<file path="config.mk">
export PLATFORM = sky130hd
export DESIGN_NAME = pipe_hazard_unit_flat
export DESIGN_NICKNAME = d
export VERILOG_FILES = /design/src/rtl/pipe_pkg.sv /design/src/rtl/pipe_hazard_unit_if.sv /design/src/rtl/pipe_fwd_match.sv /design/src/rtl/pipe_hazard_unit.sv /design/src/flat_wrapper.sv
export SDC_FILE = /design/constraint.sdc
export NUM_CORES = 1
export LEC_CHECK = 0
export ABC_AREA = 1
export BUFFER_PORTS_ARGS = -buffer_cell sky130_fd_sc_hd__buf_4
export CORE_MARGIN = 2
export CORE_UTILIZATION = 40
export CTS_BUF_LIST = sky130_fd_sc_hd__clkbuf_16
export DETAILED_ROUTE_END_ITERATION = 16
export PLACE_DENSITY_LB_ADDON = 0.2
export SYNTH_ARGS = -nofsm -noshare
export SYNTH_HDL_FRONTEND = slang
export SYNTH_HIERARCHICAL = 1
export SYNTH_SLANG_ARGS = --single-unit
</file>
<file path="constraint.sdc">
create_clock -name clk -period 2.2 [get_ports clk]
set_input_delay 0.44 -clock clk [delete_from_list [all_inputs] [get_ports clk]]
set_output_delay 0.44 -clock clk [all_outputs]
set_load 0.05 [all_outputs]
</file>
<file path="src/rtl/pipe_pkg.sv">
// Types and constants shared by the hazard unit, its forwarding comparator and its interface.
package pipe_pkg;
    localparam int FWD_SEL_W = 3;
    localparam logic [FWD_SEL_W-1:0] FWD_SEL_RF = '0;
    // Stage entries carry the widest supported register index; narrower REG_BITS zero-extend.
    localparam int RD_W = 8;

    typedef struct packed {
        logic [RD_W-1:0] rd;
        logic            wr;
        logic            ld;
    } stage_entry_t;
endpackage

</file>
<file path="src/rtl/pipe_hazard_unit_if.sv">
// Decode-side handshake between the issue stage and the hazard unit.
interface pipe_hazard_unit_if #(parameter int REG_BITS = 5);
    logic                           id_valid;
    logic [REG_BITS-1:0]            id_rs1;
    logic [REG_BITS-1:0]            id_rs2;
    logic [REG_BITS-1:0]            id_rd;
    logic                           id_regwrite;
    logic                           id_is_load;
    logic                           ex_branch_taken;
    logic                           stall;
    logic                           kill;
    logic [pipe_pkg::FWD_SEL_W-1:0] fwd_sel1;
    logic [pipe_pkg::FWD_SEL_W-1:0] fwd_sel2;
    logic                           wb_en;
    logic [REG_BITS-1:0]            wb_rd;
    logic [31:0]                    perf_stall;
    logic [31:0]                    perf_flush;

    modport master (
        output id_valid, id_rs1, id_rs2, id_rd, id_regwrite, id_is_load, ex_branch_taken,
        input  stall, kill, fwd_sel1, fwd_sel2, wb_en, wb_rd, perf_stall, perf_flush
    );
    modport slave (
        input  id_valid, id_rs1, id_rs2, id_rd, id_regwrite, id_is_load, ex_branch_taken,
        output stall, kill, fwd_sel1, fwd_sel2, wb_en, wb_rd, perf_stall, perf_flush
    );
endinterface

</file>
<file path="src/rtl/pipe_fwd_match.sv">
// One source operand against the in-flight writers: youngest match selects the forward
// stage and flags a load result that is not yet available.
module pipe_fwd_match
    import pipe_pkg::*;
#(
    parameter int FWD_DEPTH = 2,
    parameter int LOAD_LAT  = 2
) (
    input  logic [RD_W-1:0]               rs,
    input  stage_entry_t [FWD_DEPTH-1:0]  stages,
    output logic [FWD_SEL_W-1:0]          fwd_sel,
    output logic                          load_haz
);
    // Walk oldest to youngest so the youngest match is the one left standing.
    always_comb begin
        fwd_sel  = FWD_SEL_RF;
        load_haz = 1'b0;
        for (int k = FWD_DEPTH; k >= 1; k--) begin
            if (rs != '0 && stages[k-1].wr && stages[k-1].rd == rs) begin
                fwd_sel  = FWD_SEL_W'(k);
                load_haz = stages[k-1].ld && (k < LOAD_LAT);
            end
        end
    end
endmodule

</file>
<file path="src/rtl/pipe_hazard_unit.sv">
// In-order pipeline hazard unit: operand forwarding, load-use stall and branch flush.
// Define PIPE_HAZARD_PERF_EN to build the stall/flush event counters.
module pipe_hazard_unit
    import pipe_pkg::*;
#(
    parameter int REG_BITS    = 5,
    parameter int FWD_DEPTH   = 2,
    parameter int LOAD_LAT    = 2,
    parameter int FLUSH_DEPTH = 2
) (
    input  logic              clk,
    input  logic              rst,
    pipe_hazard_unit_if.slave bus
);
    localparam logic [2:0] FLUSH_LOAD = 3'(FLUSH_DEPTH);

    stage_entry_t [FWD_DEPTH-1:0] stage_q;
    logic [2:0]                   flush_cnt_q;
    logic                         kill;
    logic                         stall;
    logic                         haz1;
    logic                         haz2;
    logic [RD_W-1:0]              rs1_x;
    logic [RD_W-1:0]              rs2_x;

    assign rs1_x = RD_W'(bus.id_rs1);
    assign rs2_x = RD_W'(bus.id_rs2);

    pipe_fwd_match #(.FWD_DEPTH(FWD_DEPTH), .LOAD_LAT(LOAD_LAT)) u_match1 (
        .rs(rs1_x), .stages(stage_q), .fwd_sel(bus.fwd_sel1), .load_haz(haz1)
    );
    pipe_fwd_match #(.FWD_DEPTH(FWD_DEPTH), .LOAD_LAT(LOAD_LAT)) u_match2 (
        .rs(rs2_x), .stages(stage_q), .fwd_sel(bus.fwd_sel2), .load_haz(haz2)
    );

    assign kill  = (flush_cnt_q != '0);
    assign stall = bus.id_valid & ~kill & (haz1 | haz2);

    // A branch issued inside the flush shadow is itself killed and must not re-arm the counter.
    always_ff @(posedge clk or posedge rst) begin
        if (rst) begin
            flush_cnt_q <= '0;
        end else if (bus.ex_branch_taken && !kill) begin
            flush_cnt_q <= FLUSH_LOAD;
        end else if (kill) begin
            flush_cnt_q <= flush_cnt_q - 3'd1;
        end
    end

    always_ff @(posedge clk or posedge rst) begin
        if (rst) begin
            stage_q <= '0;
        end else begin
            if (stall) begin
                stage_q[0] <= '0;
            end else begin
                stage_q[0] <= '{rd: RD_W'(bus.id_rd),
                                wr: bus.id_regwrite & bus.id_valid & ~kill,
                                ld: bus.id_is_load};
            end
            for (int k = 1; k < FWD_DEPTH; k++) begin
                stage_q[k] <= stage_q[k-1];
            end
        end
    end

    assign bus.stall = stall;
    assign bus.kill  = kill;
    assign bus.wb_en = stage_q[FWD_DEPTH-1].wr;
    assign bus.wb_rd = stage_q[FWD_DEPTH-1].rd[REG_BITS-1:0];

`ifdef PIPE_HAZARD_PERF_EN
    logic [31:0] perf_stall_q;
    logic [31:0] perf_flush_q;

    always_ff @(posedge clk or posedge rst) begin
        if (rst) begin
            perf_stall_q <= '0;
            perf_flush_q <= '0;
        end else begin
            if (stall) perf_stall_q <= perf_stall_q + 32'd1;
            if (kill)  perf_flush_q <= perf_flush_q + 32'd1;
        end
    end

    assign bus.perf_stall = perf_stall_q;
    assign bus.perf_flush = perf_flush_q;
`else
    assign bus.perf_stall = '0;
    assign bus.perf_flush = '0;
`endif
endmodule

</file>
<file path="src/flat_wrapper.sv">
// flat-port wrapper written by rule: the top's interface ports become plain ports
module pipe_hazard_unit_flat import pipe_pkg::*;
#(
    parameter int REG_BITS    = 5,
    parameter int FWD_DEPTH   = 2,
    parameter int LOAD_LAT    = 2,
    parameter int FLUSH_DEPTH = 2
)
  (clk, rst, bus_id_valid, bus_id_rs1, bus_id_rs2, bus_id_rd, bus_id_regwrite, bus_id_is_load, bus_ex_branch_taken, bus_stall, bus_kill, bus_fwd_sel1, bus_fwd_sel2, bus_wb_en, bus_wb_rd, bus_perf_stall, bus_perf_flush);
  pipe_hazard_unit_if #(.REG_BITS(REG_BITS)) bus_i ();
  input  logic clk;
  input  logic rst;
  input wire logic [$bits(bus_i.id_valid)-1:0] bus_id_valid;
  input wire logic [$bits(bus_i.id_rs1)-1:0] bus_id_rs1;
  input wire logic [$bits(bus_i.id_rs2)-1:0] bus_id_rs2;
  input wire logic [$bits(bus_i.id_rd)-1:0] bus_id_rd;
  input wire logic [$bits(bus_i.id_regwrite)-1:0] bus_id_regwrite;
  input wire logic [$bits(bus_i.id_is_load)-1:0] bus_id_is_load;
  input wire logic [$bits(bus_i.ex_branch_taken)-1:0] bus_ex_branch_taken;
  output wire logic [$bits(bus_i.stall)-1:0] bus_stall;
  output wire logic [$bits(bus_i.kill)-1:0] bus_kill;
  output wire logic [$bits(bus_i.fwd_sel1)-1:0] bus_fwd_sel1;
  output wire logic [$bits(bus_i.fwd_sel2)-1:0] bus_fwd_sel2;
  output wire logic [$bits(bus_i.wb_en)-1:0] bus_wb_en;
  output wire logic [$bits(bus_i.wb_rd)-1:0] bus_wb_rd;
  output wire logic [$bits(bus_i.perf_stall)-1:0] bus_perf_stall;
  output wire logic [$bits(bus_i.perf_flush)-1:0] bus_perf_flush;
  assign bus_i.id_valid = bus_id_valid;
  assign bus_i.id_rs1 = bus_id_rs1;
  assign bus_i.id_rs2 = bus_id_rs2;
  assign bus_i.id_rd = bus_id_rd;
  assign bus_i.id_regwrite = bus_id_regwrite;
  assign bus_i.id_is_load = bus_id_is_load;
  assign bus_i.ex_branch_taken = bus_ex_branch_taken;
  assign bus_stall = bus_i.stall;
  assign bus_kill = bus_i.kill;
  assign bus_fwd_sel1 = bus_i.fwd_sel1;
  assign bus_fwd_sel2 = bus_i.fwd_sel2;
  assign bus_wb_en = bus_i.wb_en;
  assign bus_wb_rd = bus_i.wb_rd;
  assign bus_perf_stall = bus_i.perf_stall;
  assign bus_perf_flush = bus_i.perf_flush;
  pipe_hazard_unit #(.REG_BITS(REG_BITS), .FWD_DEPTH(FWD_DEPTH), .LOAD_LAT(LOAD_LAT), .FLUSH_DEPTH(FLUSH_DEPTH)) u_core (.clk(clk), .rst(rst), .bus(bus_i));
endmodule
</file>
==> results of run 1 <==
how the worst max path moves through the flow:
stage | start | to | slack (ps)
after global placement | bus_id_rs2[0] | bus_stall | 210
after floorplan | bus_id_rs1[4] | bus_fwd_sel1[1] | 270
after global routing | u_core/stage_q[6] | bus_stall | 20
final | u_core/stage_q[6] | bus_stall | 170
after detailed placement | bus_id_rs1[4] | bus_stall | 230
after CTS | u_core/stage_q[6] | bus_stall | 30
metal layers:
metal,global-route usage,vias to the layer above,share of wire
met5,0,-,0
met4,0.0252,0,0
met3,0.0271,0,0.078
met2,0.207,48,0.49
met1,0.139,584,0.43
li1,-,767,-
sequential cells by signal, summed over array words and instances (netlist names):
signal / flops
u_core/bus.wb_en: 1
u_core/bus.wb_rd: 5
u_core/flush_cnt_q: 3
u_core/stage_q: 7
power by group through the flow:
stage	Combinational, W	Clock, W	Sequential (W)
floorplan	0.000589	0	0.000373
global placement	0.000586	0	0.000374
detailed placement	0.000592	0	0.000375
CTS	0.000593	0.000358	0.000371
global route	0.000649	0.000372	0.000378
finish	0.000596	0.000345	0.000371
placed cells by master (no fill, tap or decap), drive strengths merged:
cell type / count
nand4: 2
clkinv: 3
nor3: 2
conb: 102
nor2: 31
xnor2: 6
clkbuf: 3
inv: 55
buf: 33
nand3: 11
o21ai: 6
dfrtp: 16
nand2: 63
o211ai: 2
ha: 2
o21a: 4
xor2: 2
area by class of cell:
cell class | instances | area (µm²) | area share
Tap cell | 52 | 65.1 | 0.0321
Sequential cell | 16 | 402 | 0.198
Clock buffer | 3 | 75.1 | 0.0371
Multi-Input combinational cell | 233 | 1010 | 0.499
Inverter | 57 | 214 | 0.106
Timing Repair Buffer | 33 | 255 | 0.126
Clock inverter | 1 | 3.75 | 0.00185
through the flow:
stage,power (W),cell area [µm²],util
after global placement,0.000960,1930,0.446
after detailed placement,0.000968,1930,0.446
after global routing,0.00140,2030,0.468
after CTS,0.00132,2010,0.465
final,0.00131,2030,0.468
after floorplan,0.000963,2150,-
timing repair:
item | 4_1_cts | 5_1_grt
endpoints found under the setup margin | 0 | 1
buffers inserted | 0 | 0
hold endpoints to repair | 0 | 0
gates resized for setup | 0 | 5
critical path, delay by kind of cell, from the launching register on:
family                 cells  cell delay [ps]
and+or+nand+nor            8              690
DFF                        1              410
buffers and inverters      3              240
==> results.cfg, run 1 <==
[placed_design]
port_buffers = 32
place_congestion = 0.791
place_inst = 391
dp_hpwl_mm = 2.55
place_ws_ps = 228

[worst_setup_path]
reg2reg_to = u_core/stage_q[2]
cp_max_fo = 5
reg2reg_from = u_core/stage_q[6]
crit_path_start_kind = flip-flop
r2r_cells = 12
cp_slowest_cell = dfrtp_2
cp.required_ps = 1760
rrSetupSlack_ps = 700
critPathCaptureType = output pin
cp_common_cell = nand2_1
worstPathCellList = inv_1 -> nand2_1 -> nand2_1 -> clkinv_1 -> nand2_1 -> nor2_2 -> nand2_1 -> nor3_2 -> nor2_1 -> nor2_4 -> buf_8
max_stage_delay_ps = 410
critical_path_class = reg -> out
cp.arrival_ps = 1590

[floorplanning]
row_count = 24
die_w_um = 70.7
start_util = 0.411
core_area_um2 = 4320
die_y_um = 70.7
ios = 99
dieArea_um2 = 5000

[detailed_routing]
vias_per_cell = 3.54
antenna_left = 0
post_drt_wl_per_cell_um = 7.34
drc_errors = 0
drt_iter0_drc = 62
wl_mm = 2.90
via_count = 1399
drtPass1Iterations = 4

[grt]
gr-total-overflow = 0
grt_max_degree = 17
grt_pass1_wl_mm = 4.76
grt_pass1_vias = 1146
grt_use_total = 0.115
antenna_found_initial = 0

[pwr]
power_frac_clock = 0.263
irDropWorstVdd_uv = 578
p_leak_nw = 1.22
netSwitchingFraction = 0.454
comb_power_share = 0.454
switchingPower_w = 0.000595
power.density_nw_per_um2 = 648
seqPwrFrac = 0.282
power_report.internal_total_w = 0.000717

[cts]
cts_tree = done
insertion_delay_ps = 240
clk_pin_slew_ps = 50
numCtsBuffers = 3
cts.sinks = 16
cts_hold_buf = 0
clockBufferDepth = 2
htreeDepth = 1
cts-root-buf = clkbuf_16

[sta]
grt_setup_unrepaired = no
worst_hold_slack_ps = 276
slew_headroom = 0.591
final-setup-viol-count = 0
fin_skew_ps = 2.43
final.setup.tns_ps = 0
fin_crit_ps = 2030
timing.fmax_mhz = 493
hold_viol_final = 0
worstMarginPinSlew_ps = 613
maxSlewViolCount = 0
fin_ws_ps = 170
finalCritPeriodShare = 0.923

[synth]
syn_area_um2 = 1780
ys_warn_count = 6
syn_avg_cell_area_um2 = 6.40
synth_cells = 278

[finish]
syn2layout_area_growth_pct = 13.9
layoutNonFillerInstCount = 395
antenna_cells = 0
drive_above_1_share = 0.137
layout.nets = 367
nFillCells = 485

[status]
status = complete, no violations

[run]
max_cap_violations = 0

[hold_path]
hp-class = in -> async
(Power assumes the default switching activity.)
==> inputs of run 2 (changes only) <==
--- a/config.mk
+++ b/config.mk
@@ -16,3 +16,4 @@
 export SYNTH_HDL_FRONTEND = slang
 export SYNTH_HIERARCHICAL = 1
 export SYNTH_SLANG_ARGS = --single-unit
+export TNS_END_PERCENT = 30
==> constraint.sdc (replaced) <==
create_clock -name clk -period 2.2 [get_ports clk]
set_input_delay 0.33 -clock clk [delete_from_list [all_inputs] [get_ports clk]]
set_output_delay 0.33 -clock clk [all_outputs]
set_load 0.05 [all_outputs]
==> run 2 against run 1 <==
Compared with the run above: critical endpoint unchanged; final cell count up 0.25%; count of clock-buffer cells in the layout unchanged; worst hold slack worse by 120 ps; via count up 1.5%; largest power group unchanged.
==> results.cfg, run 2 (synthesis results as in run 1) <==
[worst_setup_path]
worstPathCellList = buf_4 -> nand2_1 -> nand2_1 -> inv_1 -> nand2_1 -> nor2_1 -> nand2_1 -> nor3_1 -> nor2_1 -> nor2_4 -> buf_4
critPathCaptureType = output pin
cp.arrival_ps = 1680
crit_buf_inv = 3
cp_slowest_cell = dfrtp_1
reg2reg_from = u_core/stage_q[4]
critical_path.top_delay_family = simple AND/OR/NAND/NOR gates
r2r_cells = 12
max_stage_delay_ps = 410
critical_path_class = reg -> out
cp.required_ps = 1870
worst-path-stages = 11
cp_max_fo = 4
worstSetupStartpoint = u_core/stage_q[4]
crit_path_start_kind = flip-flop
cp_common_cell = nand2_1

[grt]
grt_pass1_vias = 1231
grt_max_degree = 17
grt_use_total = 0.131
gr-total-overflow = 0
antenna_found_initial = 0
grt_pass1_wl_mm = 5.31

[placed_design]
place_inst = 391
port_buffers = 32
place_ws_ps = 380
dp_hpwl_mm = 2.61
place_congestion = 0.852

[sta]
grt_setup_unrepaired = no
timing.fmax_mhz = 498
worst_hold_slack_ps = 158
fin_crit_ps = 2010
fin_skew_ps = 1.02
final.setup.tns_ps = 0
final-setup-viol-count = 0
slew_headroom = 0.585
worstMarginPinSlew_ps = 622
fin_ws_ps = 193
maxSlewViolCount = 0
hold_viol_final = 0
finalCritPeriodShare = 0.912

[finish]
drive_above_1_share = 0.131
regMostFlops = u_core/stage_q
final_cell_mix = conb_1 (102), nand2_1 (62), inv_1 (53), buf_4 (34), nor2_1 (26)
nFillCells = 475
layout.nets = 368
antenna_cells = 0
final_common_cell = conb_1
layoutNonFillerInstCount = 396
syn2layout_area_growth_pct = 13.4
largest_reg_flops = 7

[cts]
cts_resized = 0
insertion_delay_ps = 250
numCtsBuffers = 3
cts-root-buf = clkbuf_16
cts.sinks = 16
clk_pin_slew_ps = 50
clockBufferDepth = 2
htreeDepth = 1
cts_tree = done

[detailed_routing]
wl_mm = 3.05
vias_per_cell = 3.59
drtPass1Iterations = 4
antenna_left = 0
drc_errors = 0
drt_iter0_drc = 32
post_drt_wl_per_cell_um = 7.70
via_count = 1420

[status]
status = complete, no violations

[floorplanning]
ios = 99
die_w_um = 70.7
die_y_um = 70.7
row_count = 24
start_util = 0.411
core_area_um2 = 4320
dieArea_um2 = 5000

[run]
max_cap_violations = 0

[pwr]
p_leak_nw = 1.23
irDropWorstVdd_uv = 532
power.density_nw_per_um2 = 659

[hold_path]
hp-class = in -> async
-- run 2: worst paths after layout --
path,endpoint,slack (ps)
max,bus_stall,190
min,u_core/flush_cnt_q[1],160
max reg2reg,u_core/stage_q[4],660
min reg2reg,u_core/bus.wb_en,420
max in group asynchronous,u_core/bus.wb_rd[4],1640
min in group clk,u_core/stage_q[0],290
-- run 2: routing by layer --
layer,wire length (µm),GRT usage,part of all wire
met1,1290,0.159,0.42
met2,1450,0.223,0.48
met3,250,0.0285,0.082
met4,58,0.0566,0.019
met5,0,0,0
-- run 2: where the power goes --
part | switching (W) | internal, W | total, W
clock network | 0.000127 | 0.000242 | 0.000369
registers | 0.0000288 | 0.000341 | 0.000369
logic | 0.000457 | 0.000135 | 0.000591
total | 0.000613 | 0.000717 | 0.00133
-- run 2: worst reg2reg max path: cells and delay by family (launching register included) --
kind / cells / cell delay [ps]
buf+inv: 3 / 340
simple gates: 9 / 660
flops: 1 / 410
-- run 2: layout make-up --
type / instances / area [µm²] / share of cell area
clock buffers: 3 / 75.1 / 0.0372
well taps: 52 / 65.1 / 0.0323
inverters: 57 / 214 / 0.106
clock inverters: 1 / 3.75 / 0.00186
flip-flops and latches: 16 / 400 / 0.199
repair buffers: 34 / 255 / 0.127
multi-input cells: 233 / 1000 / 0.498
-- run 2: timing repair --
| item | 4_1_cts | 5_1_grt |
|---|---|---|
| buffers inserted | 0 | 1 |
| hold buffers | 0 | 0 |
| endpoints found under the setup margin | 0 | 1 |
| hold endpoints to repair | 0 | 0 |
-- run 2: through the flow --
stage / util / power, W / cell area [µm²]
after floorplan: - / 0.000963 / 2150
after global placement: 0.446 / 0.000960 / 1930
after detailed placement: 0.446 / 0.000966 / 1930
after CTS: 0.465 / 0.00134 / 2010
after global routing: 0.466 / 0.00142 / 2020
final: 0.466 / 0.00133 / 2020
==> inputs of run 3 (changes only) <==
--- a/config.mk
+++ b/config.mk
@@ -7,10 +7,12 @@
 export LEC_CHECK = 0
 export ABC_AREA = 1
 export BUFFER_PORTS_ARGS = -buffer_cell sky130_fd_sc_hd__buf_4
+export CORE_ASPECT_RATIO = 0.6
 export CORE_MARGIN = 2
 export CORE_UTILIZATION = 40
 export CTS_BUF_LIST = sky130_fd_sc_hd__clkbuf_16
 export DETAILED_ROUTE_END_ITERATION = 16
+export GPL_TIMING_DRIVEN = 1
 export PLACE_DENSITY_LB_ADDON = 0.2
 export SYNTH_ARGS = -nofsm -noshare
 export SYNTH_HDL_FRONTEND = slang
==> run 3 against run 2 <==
Compared with the run above: die area rose by 0.34%; clock power fell by 5.7%; clock skew rose by 1.6 ps; routed wire length rose by 9.5%; critical path depth did not move; total power fell by 1.2%; count of clock-buffer cells in the layout did not move; setup slack got worse by 24 ps; design area rose by 0.74%; sequential cell count did not move; combinational power rose by 0.7%; critical path type unchanged; critical endpoint unchanged.
==> results.cfg, run 3 (synthesis results as in run 1) <==
[status]
status = complete, no violations

[pwr]
comb_power_share = 0.453
switchingPower_w = 0.000599
seqPwrFrac = 0.282
netSwitchingFraction = 0.456
irDropWorstVdd_uv = 392
p_leak_nw = 1.23
power_frac_clock = 0.265
power.density_nw_per_um2 = 647
total_power_w = 0.00131
power_report.internal_total_w = 0.000716

[worst_setup_path]
reg2reg_from = u_core/stage_q[6]
crit_path_start_kind = flip-flop
r2r_cells = 12
cp.required_ps = 1870
cp_max_fo = 5
cp.arrival_ps = 1700
critPathCaptureType = output pin
critical_path_class = reg -> out
rrSetupSlack_ps = 630
reg2reg_to = u_core/stage_q[4]

[sta]
fin_skew_ps = 2.57
finalCritPeriodShare = 0.923
fin_crit_ps = 2030
worstMarginPinSlew_ps = 608
final.setup.tns_ps = 0
maxSlewViolCount = 0
hold_viol_final = 0
timing.fmax_mhz = 492
slew_headroom = 0.594
final-setup-viol-count = 0
grt_setup_unrepaired = no

[placed_design]
dp_hpwl_mm = 2.90
place_congestion = 0.836
port_buffers = 32

[floorplanning]
core_area_um2 = 4190
row_count = 18
ios = 99
die_y_um = 55.7
dieArea_um2 = 5010
start_util = 0.425
die_w_um = 90.1

[grt]
grt_pass1_wl_mm = 5.11
gr-total-overflow = 0
antenna_found_initial = 0
grt_max_degree = 17
grt_use_total = 0.126
grt_pass1_vias = 1097

[detailed_routing]
post_drt_wl_per_cell_um = 8.26
drc_errors = 0
wl_mm = 3.34
via_count = 1404
drt_iter0_drc = 116
drtPass1Iterations = 4
antenna_left = 0
vias_per_cell = 3.48

[finish]
layout.nets = 368
final_cell_mix = conb_1 (102), nand2_1 (62), inv_1 (53), buf_4 (33), nor2_1 (26)
drive_above_1_share = 0.134
syn2layout_area_growth_pct = 14.2
largest_reg_flops = 7
final_common_cell = conb_1
nFillCells = 468
antenna_cells = 0
regMostFlops = u_core/stage_q

[cts]
numCtsBuffers = 3
cts_hold_buf = 0
cts.sinks = 16
insertion_delay_ps = 240
cts-root-buf = clkbuf_16
clockBufferDepth = 2
clk_pin_slew_ps = 50
cts_tree = done
htreeDepth = 1

[run]
max_cap_violations = 0

[hold_path]
hp-class = in -> async
==> run 3: cell counts in the layout (fill, tap and decap cells not counted) <==
Identical to the previous run, type by type.
==> run 3: power groups by stage <==
stage          registers (W)  clock network (W)  logic [W]
2_1_floorplan       0.000373                  0   0.000589
3_3_place_gp        0.000375                  0   0.000588
3_5_place_dp        0.000377                  0   0.000591
4_1_cts             0.000372           0.000362   0.000592
5_1_grt             0.000378           0.000383   0.000654
6_report            0.000371           0.000348   0.000595
==> run 3: layout make-up <==
cell class / count / area (µm²) / share of cell area
multi-input combinational: 233 / 1000 / 0.494
sequential: 16 / 402 / 0.198
timing repair buffer: 34 / 259 / 0.127
inverter: 57 / 214 / 0.105
clock buffer: 3 / 75.1 / 0.0369
tap: 60 / 75.1 / 0.0369
clock inverter: 1 / 3.75 / 0.00185
==> run 3: timing repair <==
action / in CTS / in global routing
gates resized for setup: 0 / 2
hold endpoints to repair: 0 / 0
buffers inserted: 0 / 2
endpoints found under the setup margin: 0 / 1
==> run 3: worst max path at each step <==
stage                           start               to  slack, ps  depth (start not counted)
global placement        bus_id_rs1[4]        bus_stall        370                         11
floorplan            u_core/bus.wb_en  bus_fwd_sel1[1]        420                          5
global route        u_core/stage_q[6]        bus_stall          4                         11
CTS                 u_core/stage_q[6]        bus_stall        120                         11
detailed placement      bus_id_rs1[4]        bus_stall        370                         11
finish              u_core/stage_q[6]        bus_stall        170                         11
==> run 3: through the flow <==
step | instance area [µm²] | hold WS, ps | worst slack (ps) | utilization | std cells
global placement | 1930 | 425 | 370 | 0.461 | 398
CTS | 2010 | 187 | 122 | 0.480 | 402
finish | 2030 | 163 | 169 | 0.485 | 404
floorplan | 2150 | 244 | 423 | - | 377
detailed placement | 1930 | 423 | 370 | 0.461 | 398
global route | 2030 | 220 | 3.98 | 0.485 | 404
==> run 3: critical path, cell delays in order (launching register included) <==
cell      delay [ps]
dfrtp_1          400
inv_1             60
nand2_1           80
nand2_1           60
clkinv_1          40
nand2_1           40
nor2_1           100
nand2_1           90
nor3_1           150
nor2_1            90
nor2_4           180
buf_6            180
==> run 3: routing by layer <==
layer,global-route usage,share of wire,vias up
li1,-,-,768
met1,0.192,0.50,580
met2,0.177,0.41,56
met3,0.0366,0.091,0
met4,0.0132,0,0
met5,0,0,-
